==> src/rtl/ir_sender.sv <==
// Instruction byte sender: buffers up to two 16-bit instructions and streams each as hi byte then lo byte.
// Latency: word accepted at edge E shows its high byte from E+1 and its low byte from E+2.
// Backpressure: in_ready drops while both buffer slots hold words; hold only delays the start of a transfer.
module ir_sender (
    input  logic        clk,
    input  logic        rst_n,
    input  logic        in_valid,
    output logic        in_ready,
    input  logic [2:0]  in_opcode,
    input  logic [12:0] in_addr,
    input  logic        hold,
    output logic [7:0]  data,
    output logic        load_ir,
    output logic        busy
);

    typedef enum logic [1:0] {
        IDLE = 2'd0,
        HI   = 2'd1,
        LO   = 2'd2
    } state_t;

    state_t      state_q;
    logic [15:0] buf_q [2];
    logic [15:0] buf_d [2];
    logic [1:0]  count_q;
    logic [1:0]  count_d;
    logic [7:0]  data_q;
    logic [7:0]  lo_byte_q;
    logic        load_ir_q;

    logic        push;
    logic        pop;
    logic [15:0] in_word;

    assign in_word  = {in_opcode, in_addr};
    assign in_ready = (count_q != 2'd2);
    assign push     = in_valid && in_ready;
    // A new transfer may start from IDLE or straight out of LO; never from HI.
    assign pop      = (state_q != HI) && (count_q != 2'd0) && !hold;

    // buf_q[0] is always the head word.
    always_comb begin
        buf_d   = buf_q;
        count_d = count_q;
        case ({push, pop})
            2'b10: begin
                buf_d[count_q[0]] = in_word;
                count_d           = count_q + 2'd1;
            end
            2'b01: begin
                buf_d[0] = buf_q[1];
                count_d  = count_q - 2'd1;
            end
            2'b11: begin
                // Only reachable with one word resident: the new word replaces the departing head.
                buf_d[0] = in_word;
            end
            default: ;
        endcase
    end

    always_ff @(posedge clk or negedge rst_n) begin
        if (!rst_n) begin
            count_q  <= 2'd0;
            buf_q[0] <= 16'h0000;
            buf_q[1] <= 16'h0000;
        end else begin
            count_q <= count_d;
            buf_q   <= buf_d;
        end
    end

    always_ff @(posedge clk or negedge rst_n) begin
        if (!rst_n) begin
            state_q   <= IDLE;
            data_q    <= 8'h00;
            lo_byte_q <= 8'h00;
            load_ir_q <= 1'b0;
        end else begin
            case (state_q)
                IDLE, LO: begin
                    if (pop) begin
                        state_q   <= HI;
                        data_q    <= buf_q[0][15:8];
                        lo_byte_q <= buf_q[0][7:0];
                        load_ir_q <= 1'b1;
                    end else begin
                        state_q   <= IDLE;
                        data_q    <= 8'h00;
                        load_ir_q <= 1'b0;
                    end
                end
                HI: begin
                    // The low byte always follows immediately, regardless of hold.
                    state_q   <= LO;
                    data_q    <= lo_byte_q;
                    load_ir_q <= 1'b1;
                end
                default: begin
                    state_q   <= IDLE;
                    data_q    <= 8'h00;
                    load_ir_q <= 1'b0;
                end
            endcase
        end
    end

    assign data    = data_q;
    assign load_ir = load_ir_q;
    assign busy    = (state_q != IDLE) || (count_q != 2'd0);

endmodule

==> config.mk <==
export PLATFORM = sky130hd
export DESIGN_NAME = ir_sender
export DESIGN_NICKNAME = d
export VERILOG_FILES = /design/src/rtl/ir_sender.sv
export SDC_FILE = /design/constraint.sdc
export NUM_CORES = 1
export LEC_CHECK = 0
export ABC_AREA = 1
export ABC_CLOCK_PERIOD_IN_PS = 2320
export CAP_MARGIN = 20
export CORE_ASPECT_RATIO = 0.75
export CORE_MARGIN = 2
export CORE_UTILIZATION = 50
export CTS_CLUSTER_DIAMETER = 80
export CTS_CLUSTER_SIZE = 8
export DETAILED_ROUTE_END_ITERATION = 12
export GPL_TIMING_DRIVEN = 0
export PLACE_DENSITY = 0.81
export SYNTH_ARGS = -nofsm -noshare
export SYNTH_HDL_FRONTEND = slang
export SYNTH_SLANG_ARGS = --single-unit
==> constraint.sdc <==
create_clock -name clk -period 2.32 [get_ports clk]
set_clock_uncertainty 0.2 [all_clocks]
set_input_delay 0.348 -clock clk [delete_from_list [all_inputs] [get_ports clk]]
set_output_delay 0.348 -clock clk [all_outputs]
set_load 0.02 [all_outputs]
==> reports/qor.csv, run 1 <==
stage,metric,value,unit
sta,Tmin final,2180,ps
min_path,Hold WC Path Type,flip-flop to flip-flop,
drt,initial DRC count,133,
drt,vias per cell,5.17,
logic_synthesis,main combinational cell family by area after synthesis,simple AND/OR/NAND/NOR gates,
drt,# DRC,0,
placement,IO Port Bufs,30,
worst_setup_path,Worst Setup Start Kind,input pin,
floorplan,die area,5830,µm²
sta,count of final max-slew check failures,0,
worst_setup_path,critical-path cell list,clkdlybuf4s50_1 > inv_4 > nand3_2 > buf_4 > buf_6 > inv_2 > ha_4 > buf_6 > nand2_1 > nand2_1 > nand4_1 > nand2_1 > nand2_1 > nand2_1,
logic_synthesis,Synth Area in XOR/XNOR,0.670,%
sta,Rel. slew slack,64.0,%
worst_setup_path,Crit Path Category,input pin to flip-flop,
sta,final hold violations,0,
logic_synthesis,Mapped Nets,372,
sta,Peak Freq,459,MHz
run,Max Cap Viol,0,
sta,RSZ-0062 raised after global routing,false,
sta,Hold WS,290,ps
cts,clk sinks,53,
logic_synthesis,mux contribution to synthesized area,0,%
logic_synthesis,Synth Area in Simple Gates,31.3,%
drt,DR vias,2314,
logic_synthesis,"EDFF count, synth",0,
cts,H-tree depth,2,
drt,WL/cell,13.2,µm
pwr,P_leak,1.69,nW
sta,fin crit share,94.0,%
drt,top sig layer,met4,
worst_setup_path,"Slowest-stage cell, CP",clkdlybuf4s50_1,
sta,Final Setup Violations,0,
floorplan,num ports,31,
worst_setup_path,Critical Path RT,2370,ps
logic_synthesis,asr flop ratio synth,100,%
floorplan,Die X,87.5,µm
logic_synthesis,Synth cell types,22,
drt,Routed Antenna Nets,0,
drt,routed wl met3,317,µm
cts,clock root buffer,clkbuf_8,
logic_synthesis,adder-cell share of the synthesized area,1.91,%
cts,CTS tree,yes,
worst_setup_path,CP endpoint kind,flip-flop,
worst_setup_path,Critical Path End,buf_q[27],
logic_synthesis,"Primary FF master, synth",dfrtp_1,
cts,clk buf depth,2,
logic_synthesis,Mean Syn Cell Area,7.51,µm²
logic_synthesis,most frequent cells after synthesis,"165 x nand2_1, 53 x dfrtp_1, 29 x inv_1",
global_routing,initial antenna violation count,0,
global_routing,number of global-route vias before repair,2306,
finish,area growth from synthesis to layout,21.9,%
logic_synthesis,Synth top area share,50.7,%
pwr,VDD IR-drop max,0.000660,V
floorplan,Initial Util,52.8,%
placement,DP HPWL,4230,µm
worst_setup_path,CP arrival,2230,ps
global_routing,largest net degree at the start of global routing,36,
floorplan,core area,4950,µm²
cts,Num CTS Buffers,5,
sta,worst slew pin tran,540,ps
floorplan,Die Height,66.6,µm
worst_setup_path,R2R Path Start,state_q[0],
logic_synthesis,"count leader, synth",nand2_1,
worst_setup_path,CP Launch Point,hold,
drt,WL met1,2820,µm
drt,drt total wl,5930,µm
finish,Fillers,435,
global_routing,gr ovfl total,0,
pwr,power per cell area,1250,nW/µm²
logic_synthesis,Synth area leaders,"dfrtp_1 51%, nand2_1 24%, o21ai_0 5.4%",
sta,setup TNS,0,ps
worst_setup_path,"setup slack, reg-to-reg",170,ps
outcome,status,finished clean,
global_routing,global-route usage over all layers,23.3,%
logic_synthesis,Synthesis Warnings,0,
finish,share of cells above drive strength 1,9.28,%
cts,Skew-Pair Late Insertion Delay,300,ps
global_routing,global-route wire length before repair,10400,µm
logic_synthesis,compound-cell area share of the yosys netlist,7.32,%
logic_synthesis,mapped cell area,2610,µm²
floorplan,std cell rows,22,
finish,NumNets Final,411,
drt,met2 wire length,2700,µm
drt,DRT Pass-1 Iters,4,
worst_setup_path,crit-path most repeated cell,nand2_1,
logic_synthesis,"Seq/Total Area, Yosys",50.7,%
logic_synthesis,Synth Register Bits,53,
worst_setup_path,top fanout value on the critical path,11,
worst_setup_path,Register-to-Register Path Depth,13,
finish,number of diodes,0,
logic_synthesis,"area leader, netlist",dfrtp_1,
worst_setup_path,CP max stage delay,440,ps
cts,Clock Pin Slew Worst Setup and Hold Paths,90,ps
worst_setup_path,worst reg2reg endpoint,buf_q[27],
logic_synthesis,Gate Count Post-Synth,348,
placement,routability cong.,0.829,
stage by stage:
stage / power [W] / worst slack (ps) / utilization [%] / area [µm²] / instances
6_report: 0.00399 / 140 / 64.3 / 3190 / 448
5_1_grt: 0.00436 / 1.22 / 64.3 / 3190 / 448
4_1_cts: 0.00396 / 8.14 / 63.9 / 3160 / 447
3_5_place_dp: 0.00327 / -680 / 60.6 / 3000 / 439
3_3_place_gp: 0.00320 / -818 / 60.3 / 2990 / 438
2_1_floorplan: 0.00270 / 91.0 / - / 2610 / 348
cells by family (layout without fill, tap and decap cells):
| kind of cell | Yosys count | in the layout |
|---|---|---|
| AOI/OAI and AO/OA | 37 | 37 |
| xor gates and xnor gates | 2 | 2 |
| adders and majority gates | 4 | 4 |
| buffers and inverters | 50 | 90 |
| DFF | 53 | 53 |
| and+or+nand+nor | 202 | 202 |
cell type report:
type	instances	area, µm²	area share [%]
multi-input cells	245	1110	34.9
clock inverters	2	38.8	1.22
inverters	31	119	3.73
plain buffers	16	95.1	2.99
repair buffers	35	347	10.9
clock buffers	6	72.6	2.28
well taps	60	75.1	2.36
flip-flops and latches	53	1330	41.7
timing repair:
item,in CTS,in global routing
setup endpoints to repair,32,33
hold buffers,1,0
resized for setup,11,11
pin swaps,0,0
buffers inserted,1,2
endpoints found under the hold margin,18,0
cloned,0,0
report_power, final:
group          internal (W)  total [W]  switching, W
sequential          0.00134    0.00155      0.000205
combinational      0.000678    0.00182       0.00114
clock              0.000324   0.000629      0.000304
worst min-delay path by stage:
stage | start | endpoint | slack, ps | depth (start not counted)
after global routing | buf_q[23] | buf_q[23] | 320 | 2
after global placement | buf_q[23] | buf_q[23] | 270 | 2
after detailed placement | rst_n | buf_q[15] | 120 | 1
final | buf_q[26] | buf_q[26] | 290 | 2
after CTS | buf_q[26] | buf_q[26] | 290 | 2
after floorplan | rst_n | buf_q[0] | -150 | 0
cell usage in the layout, fill, tap and decap left out, drive strengths merged:
cell type	count
a21o	1
a21oi	2
buf	14
bufinv	1
clkbuf	13
clkdlybuf4s50	28
clkinv	1
dfrtp	53
dlygate4sd2	1
dlygate4sd3	1
ha	4
inv	31
nand2	167
nand3	1
nand4	16
nor2	18
o21ai	34
xnor2	1
xor2	1
flip-flops by register name, indices dropped and copies added (netlist names):
name and count:
buf_q 32, data 8, lo_byte_q 8, count_q 2, state_q 2, load_ir 1
worst max-delay path: cells and delay by family:
kind / cells / cell delay (ps)
fa+ha+maj: 1 / 190
simple gates: 7 / 510
buf+inv: 6 / 1160
per-layer routing:
| metal | vias to the layer above | global-route usage (%) |
|---|---|---|
| li1 | 1152 | - |
| met1 | 1081 | 32.1 |
| met2 | 70 | 36.5 |
| met3 | 11 | 5.20 |
| met4 | 0 | 8.08 |
| met5 | - | 0 |
(Power assumes the default switching activity.)
==> run 2, diff against run 1 <==
--- a/config.mk
+++ b/config.mk
@@ -19,3 +19,4 @@
 export SYNTH_ARGS = -nofsm -noshare
 export SYNTH_HDL_FRONTEND = slang
 export SYNTH_SLANG_ARGS = --single-unit
+export TNS_END_PERCENT = 1
==> run 2 against run 1 <==
Flip-flop and latch count unchanged; cell area is 0.24% higher; combinational power about the same; via count up 0.13%; clock-buffer cell count is the same; non-clock buffer count is the same; core utilization grew 0.15 points; worst hold slack lost 2.5 ps; die area unchanged; register-to-register slack got worse by 40 ps; critical path depth down 3; clock power is essentially flat; largest power group unchanged; highest routed layer unchanged.
==> reports/qor.csv, run 2 (synthesized netlist as in run 1, its figures left out) <==
stage,metric,value,unit
outcome,status,finished clean,
finish,Fillers,434,
finish,max FFs per register,32,
finish,"commonest cells after routing, fill and taps aside","165 x nand2_1, 52 x dfrtp_1, 28 x o21ai_0, 28 x clkdlybuf4s50_1, 27 x inv_1",
cts,CTS tree,yes,
pwr,power per cell area,1260,nW/µm²
finish,"most common cell after layout, fill and taps aside",nand2_1,
finish,"Most flops, register",buf_q,
worst_setup_path,R2R Path Start,count_q[0],
placement,DP HPWL,4230,µm
worst_setup_path,top fanout value on the critical path,11,
sta,Peak Freq,453,MHz
cts,H-tree depth,2,
cts,clk sinks,53,
cts,clk buf depth,2,
worst_setup_path,CP arrival,2200,ps
floorplan,Initial Util,52.8,%
floorplan,num ports,31,
finish,FF+latch area,1330,µm²
sta,RSZ-0062 raised after global routing,false,
worst_setup_path,Critical Path End,count_q[1],
drt,DR vias,2317,
drt,# DRC,0,
min_path,Hold WC Path Type,flip-flop to flip-flop,
floorplan,core area,4950,µm²
worst_setup_path,"setup slack, reg-to-reg",130,ps
worst_setup_path,Worst Setup Start Kind,input pin,
floorplan,std cell rows,22,
global_routing,global-route wire length before repair,10500,µm
finish,area taken by multi-input logic gates,1120,µm²
sta,Tmin final,2210,ps
worst_setup_path,Register-to-Register Path Depth,11,
cts,clock root buffer,clkbuf_8,
cts,Skew-Pair Late Insertion Delay,300,ps
sta,Final Setup Violations,0,
drt,drt total wl,5960,µm
pwr,Final Power,0.00401,W
placement,routability cong.,0.829,
run,Max Cap Viol,0,
worst_setup_path,CP Launch Point,hold,
sta,final hold violations,0,
global_routing,initial antenna violation count,0,
drt,WL/cell,13.3,µm
sta,fin crit share,95.1,%
drt,initial DRC count,138,
finish,share of cells above drive strength 1,9.28,%
drt,DRT Pass-1 Iters,4,
finish,area growth from synthesis to layout,22.2,%
floorplan,Die Height,66.6,µm
sta,Rel. slew slack,65.6,%
global_routing,number of global-route vias before repair,2289,
sta,count of final max-slew check failures,0,
placement,IO Port Bufs,30,
pwr,P_leak,1.69,nW
floorplan,die area,5830,µm²
finish,number of diodes,0,
global_routing,global-route usage over all layers,23.3,%
cts,Clock Pin Slew Worst Setup and Hold Paths,100,ps
cts,Num CTS Buffers,5,
floorplan,Die X,87.5,µm
worst_setup_path,worst reg2reg endpoint,count_q[1],
drt,vias per cell,5.17,
sta,worst slew pin tran,515,ps
worst_setup_path,CP endpoint kind,flip-flop,
drt,Routed Antenna Nets,0,
worst_setup_path,Critical Path RT,2310,ps
pwr,VDD IR-drop max,0.000659,V
global_routing,gr ovfl total,0,
worst_setup_path,Crit Path Category,input pin to flip-flop,
finish,NumNets Final,411,
finish,Util after Layout,64.4,%
global_routing,largest net degree at the start of global routing,36,
-- run 2: cell counts in the layout (fill, tap and decap cells not counted) --
No cell type changed its count.
-- run 2: cell type report --
type,count,area share [%]
Sequential cell,53,41.6
Multi-Input combinational cell,245,35.0
Timing Repair Buffer,35,10.9
Inverter,31,3.72
Buffer,16,2.98
Tap cell,60,2.35
Clock buffer,6,2.27
Clock inverter,2,1.21
-- run 2: worst max-delay path, stage by stage --
cell	delay, ps
clkdlybuf4s50_1	500
inv_4	70
nand3_2	100
buf_4	180
buf_6	170
inv_2	70
ha_4	190
buf_4	140
a21oi_1	140
o21ai_0	120
xor2_1	160
-- run 2: through the flow --
step,area (µm²),setup TNS (ps),setup slack [ps],std cells,hold WS (ps)
finish,3190,0,113,448,287
global route,3190,0,6.85,448,317
CTS,3130,-1130,-106,446,291
detailed placement,3000,-15800,-680,439,120
global placement,2990,-57900,-818,438,266
floorplan,2610,0,91.0,348,-148
-- run 2: how the worst min path moves through the flow --
stage	startpoint	to	slack, ps	cells after the start
after global routing	buf_q[23]	buf_q[23]	320	2
final	buf_q[26]	buf_q[26]	290	2
after detailed placement	rst_n	buf_q[15]	120	1
after floorplan	rst_n	buf_q[0]	-150	0
after CTS	buf_q[26]	buf_q[26]	290	2
after global placement	buf_q[23]	buf_q[23]	270	2
-- run 2: timing repair --
| item | 4_1_cts | 5_1_grt |
|---|---|---|
| buffers inserted | 0 | 3 |
| gates cloned | 0 | 0 |
| hold buffers | 1 | 0 |
| endpoints found under the hold margin | 18 | 0 |
| endpoints found under the setup margin | 32 | 26 |
| gates resized for setup | 10 | 10 |
-- run 2: layer usage --
metal	wire length [µm]	track usage (%)	up-vias
met5	0	0	-
met4	85	7.12	0
met3	391	4.46	11
met2	2750	37.0	76
met1	2740	32.3	1080
li1	-	-	1150
-- run 2: where the power goes --
group	internal (W)	total [W]	switching [W]
clock	0.000324	0.000626	0.000301
sequential	0.00134	0.00155	0.000213
combinational	0.000683	0.00183	0.00114
total	0.00235	0.00401	0.00166
==> run 3, diff against run 2 <==
--- a/config.mk
+++ b/config.mk
@@ -16,6 +16,7 @@
 export DETAILED_ROUTE_END_ITERATION = 12
 export GPL_TIMING_DRIVEN = 0
 export PLACE_DENSITY = 0.81
+export SETUP_SLACK_MARGIN = 0.2
 export SYNTH_ARGS = -nofsm -noshare
 export SYNTH_HDL_FRONTEND = slang
 export SYNTH_SLANG_ARGS = --single-unit
==> run 3 against run 2 <==
Fmax grew 4.7%; global-route usage fell by 1.3 points; first-iteration DRC count grew 22%; register-to-register slack better by 80 ps; sequential power about the same; core utilization rose by 2.3 points; cell area increased by 3.6%; routed wire length rose by 1.2%; combinational power is 9% higher; largest cell class unchanged; largest power group unchanged.
==> reports/qor.csv, run 3 (synthesized netlist as in run 1, its figures left out) <==
stage,metric,value,unit
outcome,status,finished clean,
global_routing,global-route usage over all layers,22.0,%
sta,Rel. slew slack,63.6,%
cts,Skew-Pair Late Insertion Delay,310,ps
sta,RSZ-0062 raised after global routing,true,
drt,Routed Antenna Nets,0,
finish,post-route cell area,3310,µm²
worst_setup_path,CP max stage delay,380,ps
sta,Tmin final,2110,ps
sta,count of final max-slew check failures,0,
sta,worst slew pin tran,546,ps
floorplan,die area,5830,µm²
drt,WL/cell,13.1,µm
cts,Clock Pin Slew Worst Setup and Hold Paths,100,ps
worst_setup_path,Crit Path Category,flip-flop to flip-flop,
worst_setup_path,CP arrival,2160,ps
pwr,Seq pwr share,37.0,%
finish,FF+latch area,1330,µm²
global_routing,number of global-route vias before repair,2122,
pwr,Comb power frac,47.8,%
floorplan,core area,4950,µm²
floorplan,Die Height,66.6,µm
placement,routability cong.,0.843,
pwr,P_leak,1.76,nW
sta,final hold violations,0,
finish,number of diodes,0,
worst_setup_path,Top delay family on crit path,buffers and inverters,
worst_setup_path,"Slowest-stage cell, CP",dfrtp_1,
pwr,power per cell area,1250,nW/µm²
floorplan,Die X,87.5,µm
sta,Hold WS,280,ps
pwr,Pint,0.00247,W
finish,"most common cell after layout, fill and taps aside",nand2_1,
sta,Peak Freq,474,MHz
drt,initial DRC count,169,
global_routing,largest net degree at the start of global routing,40,
cts,CTS tree,yes,
worst_setup_path,CP Launch Point,count_q[1],
placement,DP HPWL,4150,µm
worst_setup_path,"setup slack, reg-to-reg",210,ps
finish,Fillers,393,
floorplan,std cell rows,22,
drt,# DRC,0,
pwr,Clk pwr share,15.2,%
worst_setup_path,crit-path most repeated cell,nand2_1,
finish,"Most flops, register",buf_q,
worst_setup_path,Critical Path End,buf_q[17],
drt,vias per cell,5.12,
worst_setup_path,Register-to-Register Path Depth,15,
floorplan,Initial Util,52.8,%
cts,Num CTS Buffers,5,
cts,clock root buffer,clkbuf_8,
pwr,Sw Pwr,0.00168,W
global_routing,initial antenna violation count,0,
worst_setup_path,Critical Path RT,2370,ps
worst_setup_path,critical-path cell list,inv_2 > nand2_4 > nand3_4 > buf_6 > buf_8 > inv_1 > ha_1 > buf_4 > buf_8 > nand2_1 > nand2_1 > nand4_1 > nand2_1 > nand2_1 > nand2_1,
sta,fin crit share,90.9,%
worst_setup_path,R2R Path Start,count_q[1],
worst_setup_path,worst reg2reg endpoint,buf_q[17],
finish,area taken by multi-input logic gates,1100,µm²
drt,DRT Pass-1 Iters,4,
finish,max FFs per register,32,
placement,"Cell Area, Placed",3010,µm²
cts,H-tree depth,2,
floorplan,num ports,31,
finish,"commonest cells after routing, fill and taps aside","165 x nand2_1, 51 x dfrtp_1, 28 x o21ai_0",
worst_setup_path,Worst Setup Start Kind,flip-flop,
drt,DR vias,2357,
worst_setup_path,Levels on crit path,15,
global_routing,gr ovfl total,0,
cts,clk buf depth,2,
finish,share of cells above drive strength 1,12.0,%
drt,drt total wl,6030,µm
run,Max Cap Viol,0,
placement,IO Port Bufs,30,
cts,clk sinks,53,
worst_setup_path,CP endpoint kind,flip-flop,
pwr,Final Power,0.00415,W
worst_setup_path,top fanout value on the critical path,10,
min_path,Hold WC Path Type,input pin to async pin,
pwr,VDD IR-drop max,0.000521,V
pwr,Sw Ratio,40.5,%
finish,NumNets Final,423,
global_routing,global-route wire length before repair,9780,µm
sta,Final Setup Violations,0,
worst_setup_path,CP bufs+invs,6,
finish,area growth from synthesis to layout,26.5,%
==> run 3: worst min path at each step <==
stage          startpoint  slack (ps)  cells after the start    endpoint
2_1_floorplan       rst_n        -150                      0    buf_q[0]
3_3_place_gp     buf_q[9]         270                      2    buf_q[9]
3_5_place_dp        rst_n          90                      1  count_q[1]
4_1_cts             rst_n         280                      2    buf_q[5]
5_1_grt             rst_n         310                      2    buf_q[5]
6_report            rst_n         280                      2    buf_q[5]
==> run 3: power by group through the flow <==
| stage | combinational (W) | clock (W) | sequential [W] |
|---|---|---|---|
| after floorplan | 0.00113 | 0 | 0.00157 |
| after global placement | 0.00165 | 0 | 0.00154 |
| after detailed placement | 0.00169 | 0 | 0.00156 |
| after CTS | 0.00188 | 0.000644 | 0.00153 |
| after global routing | 0.00221 | 0.000688 | 0.00159 |
| final | 0.00199 | 0.000629 | 0.00154 |
==> run 3: final cells by class <==
| cell class | instances | share of cell area (%) |
|---|---|---|
| inverters | 31 | 3.67 |
| clock buffers | 6 | 2.19 |
| multi-input cells | 245 | 33.1 |
| plain buffers | 19 | 4.35 |
| repair buffers | 44 | 13.0 |
| flip-flops and latches | 53 | 40.2 |
| clock inverters | 2 | 1.17 |
| well taps | 60 | 2.27 |
==> run 3: metrics by stage <==
| step | setup TNS, ps | std cells | utilization, % | setup slack (ps) |
|---|---|---|---|---|
| finish | 0 | 460 | 66.7 | 212 |
| global route | 0 | 460 | 66.7 | 122 |
| CTS | 0 | 456 | 65.6 | 210 |
| detailed placement | -15550 | 439 | 60.7 | -660 |
| global placement | -56980 | 438 | 60.4 | -819 |
| floorplan | 0 | 348 | - | 201 |
==> run 3: timing repair <==
action / CTS / global route
hold endpoints to repair: 14 / 0
endpoints found under the setup margin: 34 / 34
hold buffers: 1 / 0
pin swaps: 2 / 0
resized for setup: 21 / 10
cloned: 0 / 1
buffers inserted: 8 / 3
==> run 3: metal layers <==
layer | GRT usage (%) | share of wire [%]
met5 | 0 | 0
met4 | 5.96 | 0.91
met3 | 4.09 | 4.6
met2 | 35.5 | 46
met1 | 30.4 | 49
